<file path="config.mk">
export PLATFORM = sky130hd
export DESIGN_NAME = universal_shift_register
export DESIGN_NICKNAME = d
export VERILOG_FILES = /design/src/rtl/universal_shift_register.sv
export SDC_FILE = /design/constraint.sdc
export NUM_CORES = 1
export LEC_CHECK = 0
export CORE_UTILIZATION = 46
export DETAILED_ROUTE_END_ITERATION = 16
export PLACE_DENSITY_LB_ADDON = 0.08
export SLEW_MARGIN = 10
export SYNTH_ARGS = -nofsm -noshare
export SYNTH_HDL_FRONTEND = slang
export SYNTH_SLANG_ARGS = --single-unit
</file>
<file path="constraint.sdc">
create_clock -name clk_i -period 2.15 [get_ports clk_i]
set_input_delay 0.215 -clock clk_i [delete_from_list [all_inputs] [get_ports clk_i]]
set_output_delay 0.215 -clock clk_i [all_outputs]
set_load 0.005 [all_outputs]
</file>
<file path="src/rtl/universal_shift_register.sv">
// Multi-mode shift register (shift/rotate/ASR/load/clear) with saturating shifted-bit counter; 1-cycle latency, no backpressure.
// Optional PARITY_EN adds parity_o = ^out_p_o, registered alongside the data.
module universal_shift_register #(
    parameter int               WIDTH       = 10,
    parameter logic [WIDTH-1:0] RESET_VALUE = '0,
    localparam int              CW          = $clog2(WIDTH + 1)
) (
    input  logic             clk_i,
    input  logic             rst_i,
    input  logic             enable_i,
    input  logic [2:0]       mode_i,
    input  logic             shift_in_l_i,
    input  logic             shift_in_r_i,
    input  logic [WIDTH-1:0] load_data_i,
    output logic [WIDTH-1:0] out_p_o,
    output logic             shift_out_l_o,
    output logic             shift_out_r_o,
    output logic [CW-1:0]    bit_cnt_o,
    output logic             full_o
`ifdef PARITY_EN
    ,
    output logic             parity_o
`endif
);

    typedef enum logic [2:0] {
        M_HOLD = 3'b000,
        M_SHL  = 3'b001,
        M_SHR  = 3'b010,
        M_ROL  = 3'b011,
        M_ROR  = 3'b100,
        M_LOAD = 3'b101,
        M_ASR  = 3'b110,
        M_CLR  = 3'b111
    } mode_e;

    localparam logic [CW-1:0] CNT_MAX = CW'(WIDTH);

    logic [WIDTH-1:0] r_q, r_d;
    logic [CW-1:0]    cnt_q, cnt_d;
    logic [WIDTH-1:0] shl_v, shr_v, rol_v, ror_v, asr_v;
    logic             cnt_inc, cnt_clr;

    // A 1-bit register has no neighbours: rotates and ASR degenerate to hold.
    generate
        if (WIDTH == 1) begin : g_w1
            assign shl_v = shift_in_l_i;
            assign shr_v = shift_in_r_i;
            assign rol_v = r_q;
            assign ror_v = r_q;
            assign asr_v = r_q;
        end else begin : g_wn
            assign shl_v = {r_q[WIDTH-2:0], shift_in_l_i};
            assign shr_v = {shift_in_r_i, r_q[WIDTH-1:1]};
            assign rol_v = {r_q[WIDTH-2:0], r_q[WIDTH-1]};
            assign ror_v = {r_q[0], r_q[WIDTH-1:1]};
            assign asr_v = {r_q[WIDTH-1], r_q[WIDTH-1:1]};
        end
    endgenerate

    always_comb begin
        r_d     = r_q;
        cnt_inc = 1'b0;
        cnt_clr = 1'b0;
        if (enable_i) begin
            case (mode_e'(mode_i))
                M_HOLD: r_d = r_q;
                M_SHL:  begin r_d = shl_v; cnt_inc = 1'b1; end
                M_SHR:  begin r_d = shr_v; cnt_inc = 1'b1; end
                M_ROL:  r_d = rol_v;
                M_ROR:  r_d = ror_v;
                M_LOAD: begin r_d = load_data_i; cnt_clr = 1'b1; end
                M_ASR:  begin r_d = asr_v; cnt_inc = 1'b1; end
                M_CLR:  begin r_d = '0; cnt_clr = 1'b1; end
                default: r_d = r_q;
            endcase
        end
    end

    always_comb begin
        cnt_d = cnt_q;
        if (cnt_clr) begin
            cnt_d = '0;
        end else if (cnt_inc && (cnt_q != CNT_MAX)) begin
            cnt_d = cnt_q + 1'b1;
        end
    end

    always_ff @(posedge clk_i) begin
        if (rst_i) begin
            r_q   <= RESET_VALUE;
            cnt_q <= '0;
        end else begin
            r_q   <= r_d;
            cnt_q <= cnt_d;
        end
    end

`ifdef PARITY_EN
    logic parity_q;

    always_ff @(posedge clk_i) begin
        if (rst_i) begin
            parity_q <= ^RESET_VALUE;
        end else begin
            parity_q <= ^r_d;
        end
    end

    assign parity_o = parity_q;
`endif

    assign out_p_o       = r_q;
    assign shift_out_l_o = r_q[WIDTH-1];
    assign shift_out_r_o = r_q[0];
    assign bit_cnt_o     = cnt_q;
    assign full_o        = (cnt_q == CNT_MAX);

endmodule

</file>
==> results.json, run 1 <==
{
  "synthTopCellsByCount": "dfxtp_1, nand2_1, nor2_1",
  "pwr-share-seq_pct": 44.9,
  "ir_drop_uv": 323,
  "skew_ps": 0.860,
  "core-area_um2": 1760,
  "htreeDepth": 1,
  "critPathMaxFanout": 5,
  "worstPathRequired_ps": 1930,
  "grt-ovfl-total": 0,
  "die_h_um": 46.0,
  "totalWireLength_mm": 2.21,
  "die_w_um": 46.0,
  "hpwl_mm": 1.62,
  "initial_core_util_pct": 50.5,
  "finalPower_uw": 651,
  "ys_seq_area_share_pct": 31.5,
  "cp-end-kind": "primary output",
  "io_buffers": 34,
  "cts_resized": 0,
  "track_usage_pct": 22.2,
  "cts_setup_buffers": 0,
  "grt_setup_unrepaired": "no",
  "drt_pass1_iterations": 4,
  "num_rows": 15,
  "vias": 930,
  "synth-main-ff-cell": "dfxtp_1",
  "tritoncts": "built",
  "clkPwrFrac_pct": 30.2,
  "crit_slowest_cell": "clkdlybuf4s50_1",
  "cts_sinks": 14,
  "finalSetupViolCount": 0,
  "tns_ps": 0,
  "antenna_found_initial": 0,
  "drv_slew": 0,
  "swShare_pct": 27.4,
  "antenna_cells": 0,
  "drc": 0,
  "hold_viol": 0,
  "cp-start-kind": "register",
  "clk_path_buf_depth": 2,
  "synth_area_per_cell_um2": 8.40,
  "seq_area_um2": 280,
  "critPathMaxStageDelay_ps": 530,
  "yosys_warnings": 0,
  "synth_top_cell_by_area": "dfxtp_1",
  "p_comb_share_pct": 24.9,
  "clock-root-buffer": "clkbuf_4",
  "drt_iter0_markers": 29,
  "critPathArrivalTime_ps": 1680,
  "postRouteAntennaNets": 0,
  "multi_input_area_um2": 536,
  "ys_ff_latch": 14,
  "path_cells": "inv_1 > ha_1 > and3b_1 > clkdlybuf4s50_1",
  "drive_above_1_share_pct": 8.70,
  "fmax_mhz": 526,
  "finalCritPeriodShare_pct": 88.3,
  "synth_top_area_share_pct": 31.5,
  "io_pins": 35,
  "grt_max_degree": 19,
  "cts_buffers": 3,
  "powerDensity_nw_per_um2": 508,
  "synthMostInstantiatedCell": "dfxtp_1",
  "slew_headroom_pct": 59.5,
  "tightest_slew_ps": 608,
  "synth-edff-count": 0,
  "synth_nets": 126,
  "p_int_uw": 472,
  "outcome": "finished clean",
  "synthArstFlopShare_pct": 0,
  "cap_violations": 0,
  "final_nets": 159,
  "fp.dieArea_um2": 2120,
  "gp_congestion": 0.824,
  "grt_pass1_wl_mm": 3.44,
  "critPathKind": "reg -> out",
  "fill_cells": 158,
  "clk_latency_ps": 280,
  "fin_crit_ps": 1900,
  "vias_per_cell": 5.71,
  "yosys-top-cells-area": "dfxtp_1, a311oi_1, a32oi_1, nand2_1, nor2_1",
  "hold_buffers": 0,
  "ys_types": 33,
  "p_leak_nw": 0.459,
  "clk_pin_slew_ps": 90,
  "routedWlPerCell_um": 13.6,
  "grt_pass1_vias": 817,
  "syn-cell-area_um2": 891,
  "synthCells": 106,
  "worst_hold_path_type": "reg -> reg",
  "p_switching_uw": 178,
  "area_growth_pct": 43.7
}
-- cells in the final DEF, fill, tap and decap left out, types with 2 or more instances in the layout --
cell	Yosys	routed
nand2_1	13	13
a211o_1	2	2
ha_1	2	2
and3b_1	2	2
nand2b_1	4	4
a311oi_1	8	8
dfxtp_1	14	14
inv_1	4	4
a31oi_1	3	3
mux2i_1	4	4
clkbuf_4	0	3
o31a_1	2	2
buf_4	2	5
clkdlybuf4s50_1	0	34
nor2_1	13	13
a32oi_1	8	8
-- through the flow --
stage	worst slack, ps	instances	cell area (um2)	hold slack [ps]	util (%)
after floorplan	801	106	891	363	-
after global placement	341	159	1240	472	70.5
after detailed placement	295	159	1240	493	70.5
after CTS	257	163	1280	510	72.6
after global routing	198	163	1280	534	72.6
final	250	163	1280	505	72.6
-- flip-flops by register name (all words and copies together) (netlist names) --
| name | flops |
|---|---|
| out_p_o | 10 |
| bit_cnt_o | 4 |
-- metal layers --
metal	track usage [%]	routed length [um]	up-vias
li1	-	-	458
met1	28.1	969	425
met2	36.6	1050	43
met3	3.97	171	4
met4	9.41	25	0
met5	0	0	-
-- final cells by class --
type / count / area share, %
clock buffer: 4 / 2.83
inverter: 5 / 1.47
multi-input combinational: 76 / 41.8
tap: 25 / 2.44
timing repair buffer: 39 / 29.5
sequential: 14 / 21.9
-- path summary, 6_finish.rpt --
path / startpoint / endpoint / slack [ps] / cells after the start
max reg2reg: bit_cnt_o[0] / bit_cnt_o[0] / 700 / 5
min reg2reg: bit_cnt_o[2] / bit_cnt_o[2] / 500 / 2
min: bit_cnt_o[2] / bit_cnt_o[2] / 500 / 2
max: bit_cnt_o[0] / full_o / 250 / 4
-- logic make-up after synthesis --
logic type      after synthesis  share of synthesized area [%]
compound gates               30                           30.5
xor+xnor                      1                          0.983
fa+ha+maj                     2                           2.81
buf+inv                      16                           8.43
flops                        14                           31.5
mux                           4                           4.49
simple gates                 39                           21.3
-- worst max-delay path: cells and delay by family (launching register included) --
kind	cells	cell delay, ps
buffers and inverters	2	620
flip-flops	1	360
AND/OR/NAND/NOR	1	260
adder cells (fa/ha/maj)	1	160
-- power groups by stage --
| stage | Clock [mW] | Sequential, mW | Combinational (mW) |
|---|---|---|---|
| 6_report | 0.196 | 0.292 | 0.162 |
| 5_1_grt | 0.205 | 0.295 | 0.177 |
| 4_1_cts | 0.196 | 0.292 | 0.162 |
| 3_5_place_dp | 0 | 0.298 | 0.162 |
| 3_3_place_gp | 0 | 0.298 | 0.158 |
| 2_1_floorplan | 0 | 0.296 | 0.0797 |
(Power assumes the default switching activity.)
==> run 2, diff against run 1 <==
Settings changed: CTS_CLUSTER_SIZE set to 30, SLEW_MARGIN 10 to 0.
==> results of run 2 <==
The final DEF is identical to that of run 1; final timing and power are the same.
